===== src/rtl/spi_ram.sv =====
// Single-port RAM behind the SPI slave. Decodes write-address, write-data, read-address
// and read-data commands. Define RAM_AUTO_INC_EN to auto-increment the pointers on data commands.
module spi_ram #(
  parameter int MEM_DEPTH = 256,
  parameter int ADDR_SIZE = 8
) (
  input  logic                 clk,
  input  logic                 rst_n,
  input  logic [ADDR_SIZE+1:0] din,
  input  logic                 rx_valid,
  output logic [ADDR_SIZE-1:0] dout,
  output logic                 tx_valid,
  output logic                 addr_err
);

  localparam logic [1:0] CMD_WR_ADDR = 2'b00;
  localparam logic [1:0] CMD_WR_DATA = 2'b01;
  localparam logic [1:0] CMD_RD_ADDR = 2'b10;
  localparam logic [1:0] CMD_RD_DATA = 2'b11;
  localparam logic [ADDR_SIZE:0] DEPTH_W = (ADDR_SIZE+1)'(MEM_DEPTH);
`ifdef RAM_AUTO_INC_EN
  localparam logic [ADDR_SIZE-1:0] LAST_ADDR = ADDR_SIZE'(MEM_DEPTH - 1);
`endif

  logic [ADDR_SIZE-1:0] mem [MEM_DEPTH];

  logic                 rx_valid_q, rx_valid_d;
  logic [ADDR_SIZE-1:0] wr_addr_q, wr_addr_d;
  logic [ADDR_SIZE-1:0] rd_addr_q, rd_addr_d;
  logic [ADDR_SIZE-1:0] dout_q, dout_d;
  logic                 tx_valid_q, tx_valid_d;
  logic                 addr_err_q, addr_err_d;

  logic [1:0]           cmd;
  logic [ADDR_SIZE-1:0] payload;
  logic                 accept;
  logic                 in_range;
  logic                 mem_we;

  assign cmd      = din[ADDR_SIZE+1:ADDR_SIZE];
  assign payload  = din[ADDR_SIZE-1:0];
  assign accept   = rx_valid && !rx_valid_q;
  assign in_range = {1'b0, payload} < DEPTH_W;

  always_comb begin
    rx_valid_d = rx_valid;
    wr_addr_d  = wr_addr_q;
    rd_addr_d  = rd_addr_q;
    dout_d     = dout_q;
    tx_valid_d = tx_valid_q;
    addr_err_d = 1'b0;
    mem_we     = 1'b0;
    if (accept) begin
      // Any accepted non-read command drops the held read response.
      tx_valid_d = (cmd == CMD_RD_DATA);
      case (cmd)
        CMD_WR_ADDR: begin
          if (in_range) wr_addr_d = payload;
          else          addr_err_d = 1'b1;
        end
        CMD_WR_DATA: begin
          mem_we = 1'b1;
`ifdef RAM_AUTO_INC_EN
          wr_addr_d = (wr_addr_q == LAST_ADDR) ? '0 : wr_addr_q + 1'b1;
`endif
        end
        CMD_RD_ADDR: begin
          if (in_range) rd_addr_d = payload;
          else          addr_err_d = 1'b1;
        end
        default: begin
          dout_d = mem[rd_addr_q];
`ifdef RAM_AUTO_INC_EN
          rd_addr_d = (rd_addr_q == LAST_ADDR) ? '0 : rd_addr_q + 1'b1;
`endif
        end
      endcase
    end
  end

  always_ff @(posedge clk) begin
    if (!rst_n) begin
      rx_valid_q <= 1'b0;
      wr_addr_q  <= '0;
      rd_addr_q  <= '0;
      dout_q     <= '0;
      tx_valid_q <= 1'b0;
      addr_err_q <= 1'b0;
    end else begin
      rx_valid_q <= rx_valid_d;
      wr_addr_q  <= wr_addr_d;
      rd_addr_q  <= rd_addr_d;
      dout_q     <= dout_d;
      tx_valid_q <= tx_valid_d;
      addr_err_q <= addr_err_d;
    end
  end

  // Contents survive reset; only the write strobe is gated.
  always_ff @(posedge clk) begin
    if (rst_n && mem_we) mem[wr_addr_q] <= payload;
  end

  assign dout     = dout_q;
  assign tx_valid = tx_valid_q;
  assign addr_err = addr_err_q;

endmodule


===== config.mk =====
export PLATFORM = sky130hd
export DESIGN_NAME = spi_ram
export DESIGN_NICKNAME = d
export VERILOG_FILES = /design/src/rtl/spi_ram.sv
export SDC_FILE = /design/constraint.sdc
export NUM_CORES = 2
export LEC_CHECK = 0
export BUFFER_PORTS_ARGS = -buffer_cell sky130_fd_sc_hd__buf_2
export CAP_MARGIN = 20
export CELL_PAD_IN_SITES_DETAIL_PLACEMENT = 0
export CELL_PAD_IN_SITES_GLOBAL_PLACEMENT = 1
export CORE_MARGIN = 2
export CORE_UTILIZATION = 29
export DETAILED_ROUTE_END_ITERATION = 16
export PLACE_DENSITY_LB_ADDON = 0.15
export SYNTH_ARGS = -nofsm -noshare
export SYNTH_HDL_FRONTEND = slang
export SYNTH_SLANG_ARGS = --single-unit

===== constraint.sdc =====
create_clock -name clk -period 2.4 [get_ports clk]
set_input_delay 0.48 -clock clk [delete_from_list [all_inputs] [get_ports clk]]
set_output_delay 0.48 -clock clk [all_outputs]
set_load 0.01 [all_outputs]

==> metrics.md <==
| Metric | Value |
|---|---|
| Outcome | `finished, violations left` |
| Violated checks | `negative setup slack` |
| Number of library cell types mapped by synthesis | `74` |
| Die Ht | `~530 um` |
| Die area | `approximately 280000 um2` |
| Min-Delay Endpoint | `wr_addr_q[7]` |
| Number of H-tree levels | `4` |
| Pin count of the biggest net entering global routing | `between 80 and 90` |
| DR vias/cell | `4.90` |
| Flop2flop setup slack | `-0.38 ns` |
| Global Route Usage Sum | `a little under a fifth` |
| CP dominant cell by count | `buf_12` |
| Commonest non-fill, non-tap cell in the layout | `edfxtp_1` |
| Crit Reg-Reg Startpoint | `rd_addr_q[0]` |
| Vias | `approximately 43k` |
| Final setup viols | `8` |
| Clock slew at reported path FFs | `around 0.06 ns` |
| Final wirelength | `roughly 270000 um` |
| Final GP Congestion | `around 0.8` |
| Wirelength per Cell | `between 30 and 40 um` |
| EDFF count, synth | `2048` |
| First-pass GRT wire length | `approximately 370000 um` |
| Clock sink total | `between 2k and 2.5k` |
| Maximum clock path buffer count | `4` |
| CP peak stage delay | `approximately 0.51 ns` |
| Final worst slack | `-0.384 ns` |
| Final hold vios | `0` |
| Fraction of layout cells with a size suffix above 1 | `between 30% and 40%` |
| Core area | `277000 um2` |
| CP Max Fanout | `12` |
| Fin nets | `4945` |
| Post-synth ARST share | `0%` |
| Die X | `roughly 530 um` |
| Port bufs | `21` |
| Crit-path leading delay family | `compound AO/OA/AOI/OAI gates` |
| Maximum vdd ir drop | `between 500 and 600 uV` |
| Post-synthesis adder-cell area fraction | `0%` |
| Slowest cell on crit path | `o41a_1` |
| Total CTS buffers | `about 230` |
| Final slew viol count | `0` |
| Hold Startpoint | `din[7]` |
| Sequential area share after synthesis | `76.7%` |
| Register-to-Register Path Depth | `11` |
| Largest family of logic cells by synthesized area | `multiplexers` |
| First-pass DRT Iterations | `5` |
| CP required | `3.18 ns` |
| TNS Setup | `-2.66 ns` |
| Syn nets | `slightly below 4k` |
| Compound-gate portion of the synthesized area | `3.13%` |
| Insertion delay to the later sink of the worst-skew pair | `approximately 0.9 ns` |
| PwrDens | `around 760 nW/um2` |
| Simple-Gate Fraction of Synth Area | `2.96%` |
| YS warnings | `0` |
| Crit start category | `flip-flop` |
| Xor-xnor portion of the synthesized cell area | `0%` |
| #FFs+latches synth | `approximately 2.1k` |
| WHS Path Cells | `3` |
| Initial antenna violation count | `12` |
| Post-DP HPWL | `between 150000 and 200000 um` |
| Leak | `32.8 nW` |
| Mux cell area share after synthesis | `15.2%` |
| Number of global-route vias before repair | `between 40k and 50k` |
| Grt total ovfl | `0` |
| CP Buf/Inv Count | `5` |
| CTS root buf | `clkbuf_16` |
| Residual DRC count | `0` |
| Rows | `around 190` |
| Most frequent cells in the layout | `edfxtp_1, buf_4, mux4_2` |
| Fin crit period | `roughly 2.8 ns` |
| Worst min path class | `in2reg` |
| Synth Cell Area | `between 80000 and 90000 um2` |
| Max Fclk | `~360 MHz` |
| Final ANT Viol Nets | `0` |
| Crit Path Class | `reg2reg` |
| Clock Skew | `between 0.09 and 0.1 ns` |
| Crit path arrival time | `3.56 ns` |
| P&R area growth vs syn | `26.9%` |
| Synthesized instance count | `3832` |
| Top FF cell, synth | `edfxtp_1` |
| Synthesized area per cell | `around 21 um2` |
| Slew margin rel. | `between 50% and 60%` |
| Slew of the pin with the lowest slew margin | `roughly 0.64 ns` |
| Tcrit/Tclk final | `116%` |
| Final hold slack | `about 0.096 ns` |
| Worst Setup End Kind | `flip-flop` |
| CTS tree | `built` |
| Ports | `23` |
| Unrepaired setup endpoints after global routing | `yes` |
| Initial Utilization | `~30%` |
| R2R Path End | `dout[0]` |
| Iter 0 DRT Violations | `4005` |
| Max_cap viols | `0` |
| Crit path cell chain | `buf_12, clkbuf_16, buf_12, buf_16, buf_4, mux4_2, nand2_1, nand4_1, o2111ai_1, o41a_1, o41ai_1` |
==> cells in the mapped netlist, types with 23 or more instances <==
library cell / instances / share of area, %
a21oi_1: 42 / 0.26
a22oi_1: 59 / 0.55
buf_2: 56 / 0.35
buf_4: 26 / 0.24
buf_6: 44 / 0.61
clkbuf_1: 77 / 0.36
dfxtp_1: 26 / 0.64
edfxtp_1: 2048 / 76
mux2i_1: 147 / 1.8
mux4_1: 47 / 1.5
mux4_2: 417 / 12
nand2_1: 104 / 0.48
nand3_1: 34 / 0.21
nor2_1: 295 / 1.4
nor2b_1: 23 / 0.18
o221ai_1: 44 / 0.48
o22ai_1: 74 / 0.57
==> state kept, by name (all words and copies together), names as in the netlist <==
name and count:
dout 8, mem 2048, rd_addr_q 8, rx_valid_q 1, tx_valid 1, wr_addr_q 8
==> worst reg2reg max path, stage by stage (launching register included) <==
cell	delay, ns
dfxtp_4	0.37
buf_12	0.14
clkbuf_16	0.18
buf_12	0.15
buf_16	0.14
buf_4	0.14
mux4_2	0.34
nand2_1	0.06
nand4_1	0.20
o2111ai_1	0.37
o41a_1	0.51
o41ai_1	0.07
==> what timing repair did <==
action | CTS | global route
endpoints found under the setup margin | 8 | 87
cloned | 6 | 5
buffers inserted | 29 | 47
pin swaps | 20 | 25
endpoints found under the hold margin | 115 | 0
gates resized for setup | 138 | 98
hold buffers | 11 | 0
==> worst max path at each step <==
stage	start	end	cells after the start
2_1_floorplan	rst_n	mem[221][0]	5
3_3_place_gp	rd_addr_q[0]	dout[6]	9
3_5_place_dp	rd_addr_q[0]	dout[6]	9
4_1_cts	rd_addr_q[0]	dout[6]	10
5_1_grt	rd_addr_q[0]	dout[1]	8
6_report	rd_addr_q[0]	dout[0]	11
==> layer usage <==
layer  up-vias  global-route usage, %  wire [um]
met4         2                   3.40       4860
li1      18301                      -          -
met3       292                   2.58      12400
met5         -                      0          8
met2      1074                   31.3     132000
met1     23575                   26.1     121000
==> logic make-up after synthesis <==
logic type      Yosys count
other cells               1
flops                  2074
mux                     631
compound gates          351
buf+inv                 233
simple gates            542
==> power breakdown <==
group	internal (W)	switching [W]
registers	0.0398	0.0000364
logic	0.00132	0.00200
clock network	0.0202	0.0146
==> final cells by class <==
type | count | area (um2)
fillers | 25609 | 174000
flip-flops and latches | 2074 | 62000
multi-input cells | 1525 | 18000
repair buffers | 1096 | 10600
clock buffers | 274 | 5990
well taps | 3705 | 4640
clock inverters | 141 | 1350
inverters | 3 | 16.3
diodes | 4 | 10.0
==> stage by stage <==
stage / total power [W] / instances / instance area (um2) / setup slack [ns] / util [%]
5_1_grt: 0.0803 / 8819 / 103000 / -0.412 / 37.0
3_5_place_dp: 0.0437 / 8310 / 93200 / -1.02 / 33.6
3_3_place_gp: 0.0437 / 8310 / 93200 / -1.03 / 33.6
6_report: 0.0780 / 8822 / 103000 / -0.384 / 37.0
4_1_cts: 0.0789 / 8770 / 102000 / -0.368 / 36.7
2_1_floorplan: 0.0417 / 3832 / 80800 / -0.0271 / -
Power figures use the tool's default switching activity.
